==> src/rtl/piso_rr_arbiter.sv <==
// piso_rr_arbiter: round-robin sharing of one PISO serializer among valid/ready word sources
module piso_rr_arbiter #(
  parameter int NUM_REQ   = 4,
  parameter int DATAWIDTH = 8,
  parameter int CNTW      = 16
) (
  input  logic                           clk,
  input  logic                           rst_n,
  input  logic [NUM_REQ-1:0]             req_valid,
  input  logic [NUM_REQ*DATAWIDTH-1:0]   req_data,
  output logic [NUM_REQ-1:0]             req_ready,
  output logic                           ser_valid,
  output logic [DATAWIDTH-1:0]           ser_data,
  input  logic                           ser_ready,
  input  logic                           sym_fire,
  input  logic                           ser_last,
  output logic [$clog2(NUM_REQ)-1:0]     grant_id,
  output logic                           busy,
  output logic                           len_err,
  output logic [CNTW-1:0]                word_cnt
);
  localparam int GW = $clog2(NUM_REQ);
  localparam int SW = $clog2(DATAWIDTH) + 1;

  typedef enum logic [1:0] {IDLE, LOAD, SERIAL} state_t;

  state_t        state, state_n;
  logic [GW-1:0] rr_ptr, pick, idx;
  logic          found;
  logic [SW-1:0] sym_cnt;
  logic [SW:0]   sym_next;
  logic          accept, done;

  assign accept   = ser_valid & ser_ready;
  assign done     = (state == SERIAL) & sym_fire & ser_last;
  assign busy     = state != IDLE;
  assign sym_next = {1'b0, sym_cnt} + 1'b1;

  // Forward the granted source to the serializer only while loading
  always_comb begin
    ser_valid = (state == LOAD) & req_valid[grant_id];
    ser_data  = ser_valid ? req_data[int'(grant_id)*DATAWIDTH +: DATAWIDTH] : '0;
    req_ready = (state == LOAD) ? NUM_REQ'(ser_ready) << grant_id : '0;
  end

  // First valid requester scanning upward from the one after the last completed grant
  always_comb begin
    pick  = '0;
    idx   = '0;
    found = 1'b0;
    for (int k = 1; k <= NUM_REQ; k++) begin
      idx = GW'((int'(rr_ptr) + k) % NUM_REQ);
      if (!found && req_valid[idx]) begin
        pick  = idx;
        found = 1'b1;
      end
    end
  end

  // Next state: a dropped request in LOAD abandons the grant without moving the pointer
  always_comb begin
    state_n = state;
    case (state)
      IDLE:    state_n = found ? LOAD : IDLE;
      LOAD:    state_n = accept ? SERIAL : (!req_valid[grant_id] ? IDLE : LOAD);
      SERIAL:  state_n = done ? IDLE : SERIAL;
      default: state_n = IDLE;
    endcase
  end

  // State register
  always_ff @(posedge clk or negedge rst_n) begin
    if (!rst_n) state <= IDLE;
    else        state <= state_n;
  end

  // Grant, symbol counting, completion bookkeeping and the sticky length check
  always_ff @(posedge clk or negedge rst_n) begin
    if (!rst_n) begin
      rr_ptr   <= GW'(NUM_REQ - 1);
      grant_id <= '0;
      sym_cnt  <= '0;
      len_err  <= 1'b0;
      word_cnt <= '0;
    end else begin
      if (state == IDLE && found) grant_id <= pick;
      if (accept) sym_cnt <= '0;
      else if (state == SERIAL && sym_fire && sym_cnt != '1) sym_cnt <= sym_next[SW-1:0];
      if (done) begin
        rr_ptr   <= grant_id;
        word_cnt <= word_cnt + 1'b1;
        if (sym_next != (SW+1)'(DATAWIDTH)) len_err <= 1'b1;
      end
    end
  end
endmodule
==> config.mk <==
export PLATFORM = sky130hd
export DESIGN_NAME = piso_rr_arbiter
export DESIGN_NICKNAME = d
export VERILOG_FILES = /design/src/rtl/piso_rr_arbiter.sv
export SDC_FILE = /design/constraint.sdc
export NUM_CORES = 1
export LEC_CHECK = 0
export CAP_MARGIN = 20
export CORE_MARGIN = 4
export CORE_UTILIZATION = 43
export CTS_BUF_LIST = sky130_fd_sc_hd__clkbuf_8
export CTS_CLUSTER_SIZE = 24
export DETAILED_ROUTE_END_ITERATION = 8
export PLACE_DENSITY = 0.78
export SLEW_MARGIN = 20
export SYNTH_ARGS = -nofsm -noshare
export SYNTH_HDL_FRONTEND = slang
export SYNTH_SLANG_ARGS = --single-unit
==> constraint.sdc <==
create_clock -name clk -period 2.4 [get_ports clk]
set_input_delay 0.72 -clock clk [delete_from_list [all_inputs] [get_ports clk]]
set_output_delay 0.72 -clock clk [all_outputs]
set_load 0.05 [all_outputs]
==> qor.csv <==
metric,value,unit
synth_edf_count,0,
synthToLayoutAreaGrowth,68.6,%
io_buffers,73,
synth_top_family_by_area,simple AND/OR/NAND/NOR gates,
grt_pass1_wl,8890,um
drive_above_1_share,0.325,
rows,22,
post-route-drc-count,0,
start_kind,input pin,
fp.coreArea,3690,um2
synth-compound-area-share,0.0631,
vias_per_cell,5.44,
synthSimpleGateAreaFrac,0.249,
power_leakage,1.23,nW
dieHeight,69.9,um
fmax,414,MHz
grt_pass1_vias,1844,
hold_buffers,0,
relSlewSlack,0.644,
gp_congestion,0.909,
cp_slowest_cell,mux4_2,
holdWs,0.474,ns
synth_ff_type,dfrtp_1,
netlist_area,1650,um2
path_class,in -> out,
dp_hpwl,3740,um
finalSetupViolCount,4,
synth.area.mux_share,0.128,
power.density,962,nW/um2
finalPower,2.67,mW
avgRoutedWirePerCell,17.5,um
ant_nets,0,
syn_avg_cell_area,10.5,um2
ys_types,41,
vias,1600,
synth_seq_area_share,0.412,
wl,5130,um
fin_util,0.753,
die_area,4880,um2
cts.sinks,27,
clkLatencyLatePin,0.27,ns
clock_skew,0.00241,ns
crit_path_max_fanout,1,
insertedDiodeCount,0,
gr-total-overflow,0,
maxSlewViolCount,0,
cp_slowest_stage_delay,0.46,ns
rsz0062_at_grt,yes,
yosys-top-cells-area,"dfrtp_1 38%, mux4_2 11%, xnor2_1 7.4%",
violations,negative setup slack,
cts_max_level,1,
synth_top_area_frac,0.380,
synth_common_cells,"25 x dfrtp_1, 20 x nand2_1, 14 x xnor2_1",
firstDrtPassIters,4,
status,finished with violations,
hold_violations,0,
yosysMostFrequentCell,dfrtp_1,
cts_root_buffer,clkbuf_8,
setup_ws,-0.0169,ns
nNetsFinal,291,
track_usage,0.221,
worstRegToRegCells,8,
async_flop_share,1.00,
boundaryPins,74,
synth_xor_area_frac,0.0904,
drtIter0Drc,44,
path_cells,dlygate4sd2_1 > mux4_2 > nor2b_4 > buf_8,
drv_cap,0,
arrival,1.70,ns
syn-num-nets,201,
die_w,69.9,um
worstSetupEndpointType,output port,
synth-seq-cells,27,
whs_path_depth,1,
period_share,1.01,
ir_drop,0.000392,V
min_period,2.42,ns
syn_inst,157,
ys_warn_count,0,
antenna_found_initial,0,
path_clk_slew,0.09,ns
grt_max_degree,28,
hold_class,reg -> reg,
max_slew.worst_pin.slew,0.532,ns
cts_made_buffers,3,
clock_path_buffers,2,
synth_top_cell_by_area,dfrtp_1,
initial_core_util,0.446,
synth_fa_ha_area_frac,0.0228,
worstPathRequired,1.68,ns
cts_tree,yes,
## stage by stage
stage,setup TNS [ns],area [um2],instances,setup slack (ns)
2_1_floorplan,0,1730,157,0.00489
3_3_place_gp,-2.87,2590,283,-0.334
3_5_place_dp,-3.28,2590,283,-0.377
4_1_cts,-0.187,2770,294,-0.0568
5_1_grt,-0.263,2780,294,-0.0705
6_report,-0.0525,2780,294,-0.0169
## worst max-delay path, delay by kind of cell
family	cells	cell delay, ns
muxes	1	0.46
buffers and inverters	2	0.37
and+or+nand+nor	1	0.14
## registers in the layout (all words and copies together), names as in the netlist
| register | flops |
|---|---|
| rr_ptr | 2 |
| word_cnt | 16 |
| sym_cnt | 4 |
| len_err | 1 |
| state | 2 |
| grant_id | 2 |
## cell usage in the layout, fill, tap and decap left out, types with 3 or more instances in the layout
cell type	n
xnor2_1	14
nand3_2	3
clkdlybuf4s50_1	20
mux4_2	8
nand4_1	6
nand2_1	19
nand3_1	6
ha_1	3
inv_1	3
clkdlybuf4s15_1	15
buf_6	8
a21oi_1	4
nor2b_4	8
clkbuf_8	3
o21ai_0	3
buf_4	19
xor2_1	3
dfrtp_2	4
nor2_1	7
buf_12	4
dlygate4sd2_1	16
dfrtp_1	21
buf_8	6
## cell type report
type	count	area (um2)
clock buffer	3	41.3
clock inverter	1	3.75
fill	258	912
inverter	3	15.0
multi-input combinational	119	1030
sequential	27	683
tap	48	60.1
timing repair buffer	93	941
## metal layers
layer	vias up	part of all wire	routed length [um]	GRT usage
met2	80	0.49	2500	0.390
met4	0	0.018	93	0.0638
met1	773	0.43	2210	0.276
met5	-	0	0	0
met3	8	0.064	330	0.0374
li1	739	-	-	-
## power by group
part / leakage [nW] / switching, mW / total [mW] / internal, mW
sequential: 0.348 / 0.139 / 0.712 / 0.574
clock: 0.0269 / 0.132 / 0.247 / 0.115
combinational: 0.851 / 0.892 / 1.71 / 0.820
total: 1.23 / 1.16 / 2.67 / 1.51
## worst paths after layout
kind / endpoint / start / slack [ns]
worst max-delay path: ser_data[6] / req_data[30] / -0.02
min in group asynchronous: word_cnt[15] / rst_n / 0.83
worst min-delay path: len_err / len_err / 0.47
max in group asynchronous: rr_ptr[0] / rst_n / 1.27
worst max register to register: state[1] / state[1] / 0.65
worst min register to register: len_err / len_err / 0.47
## kinds of logic after synthesis
group / count (synthesis)
simple gates: 72
fa+ha+maj: 3
flops: 27
xor+xnor: 17
compound gates: 16
buf+inv: 11
mux: 11
## repair_timing
action / 4_1_cts / 5_1_grt
gates cloned: 1 / 0
endpoints found under the setup margin: 13 / 9
buffers inserted: 6 / 1
pin swaps: 3 / 1
gates resized for setup: 83 / 18
Note: power is estimated with default switching activity, not from simulation.
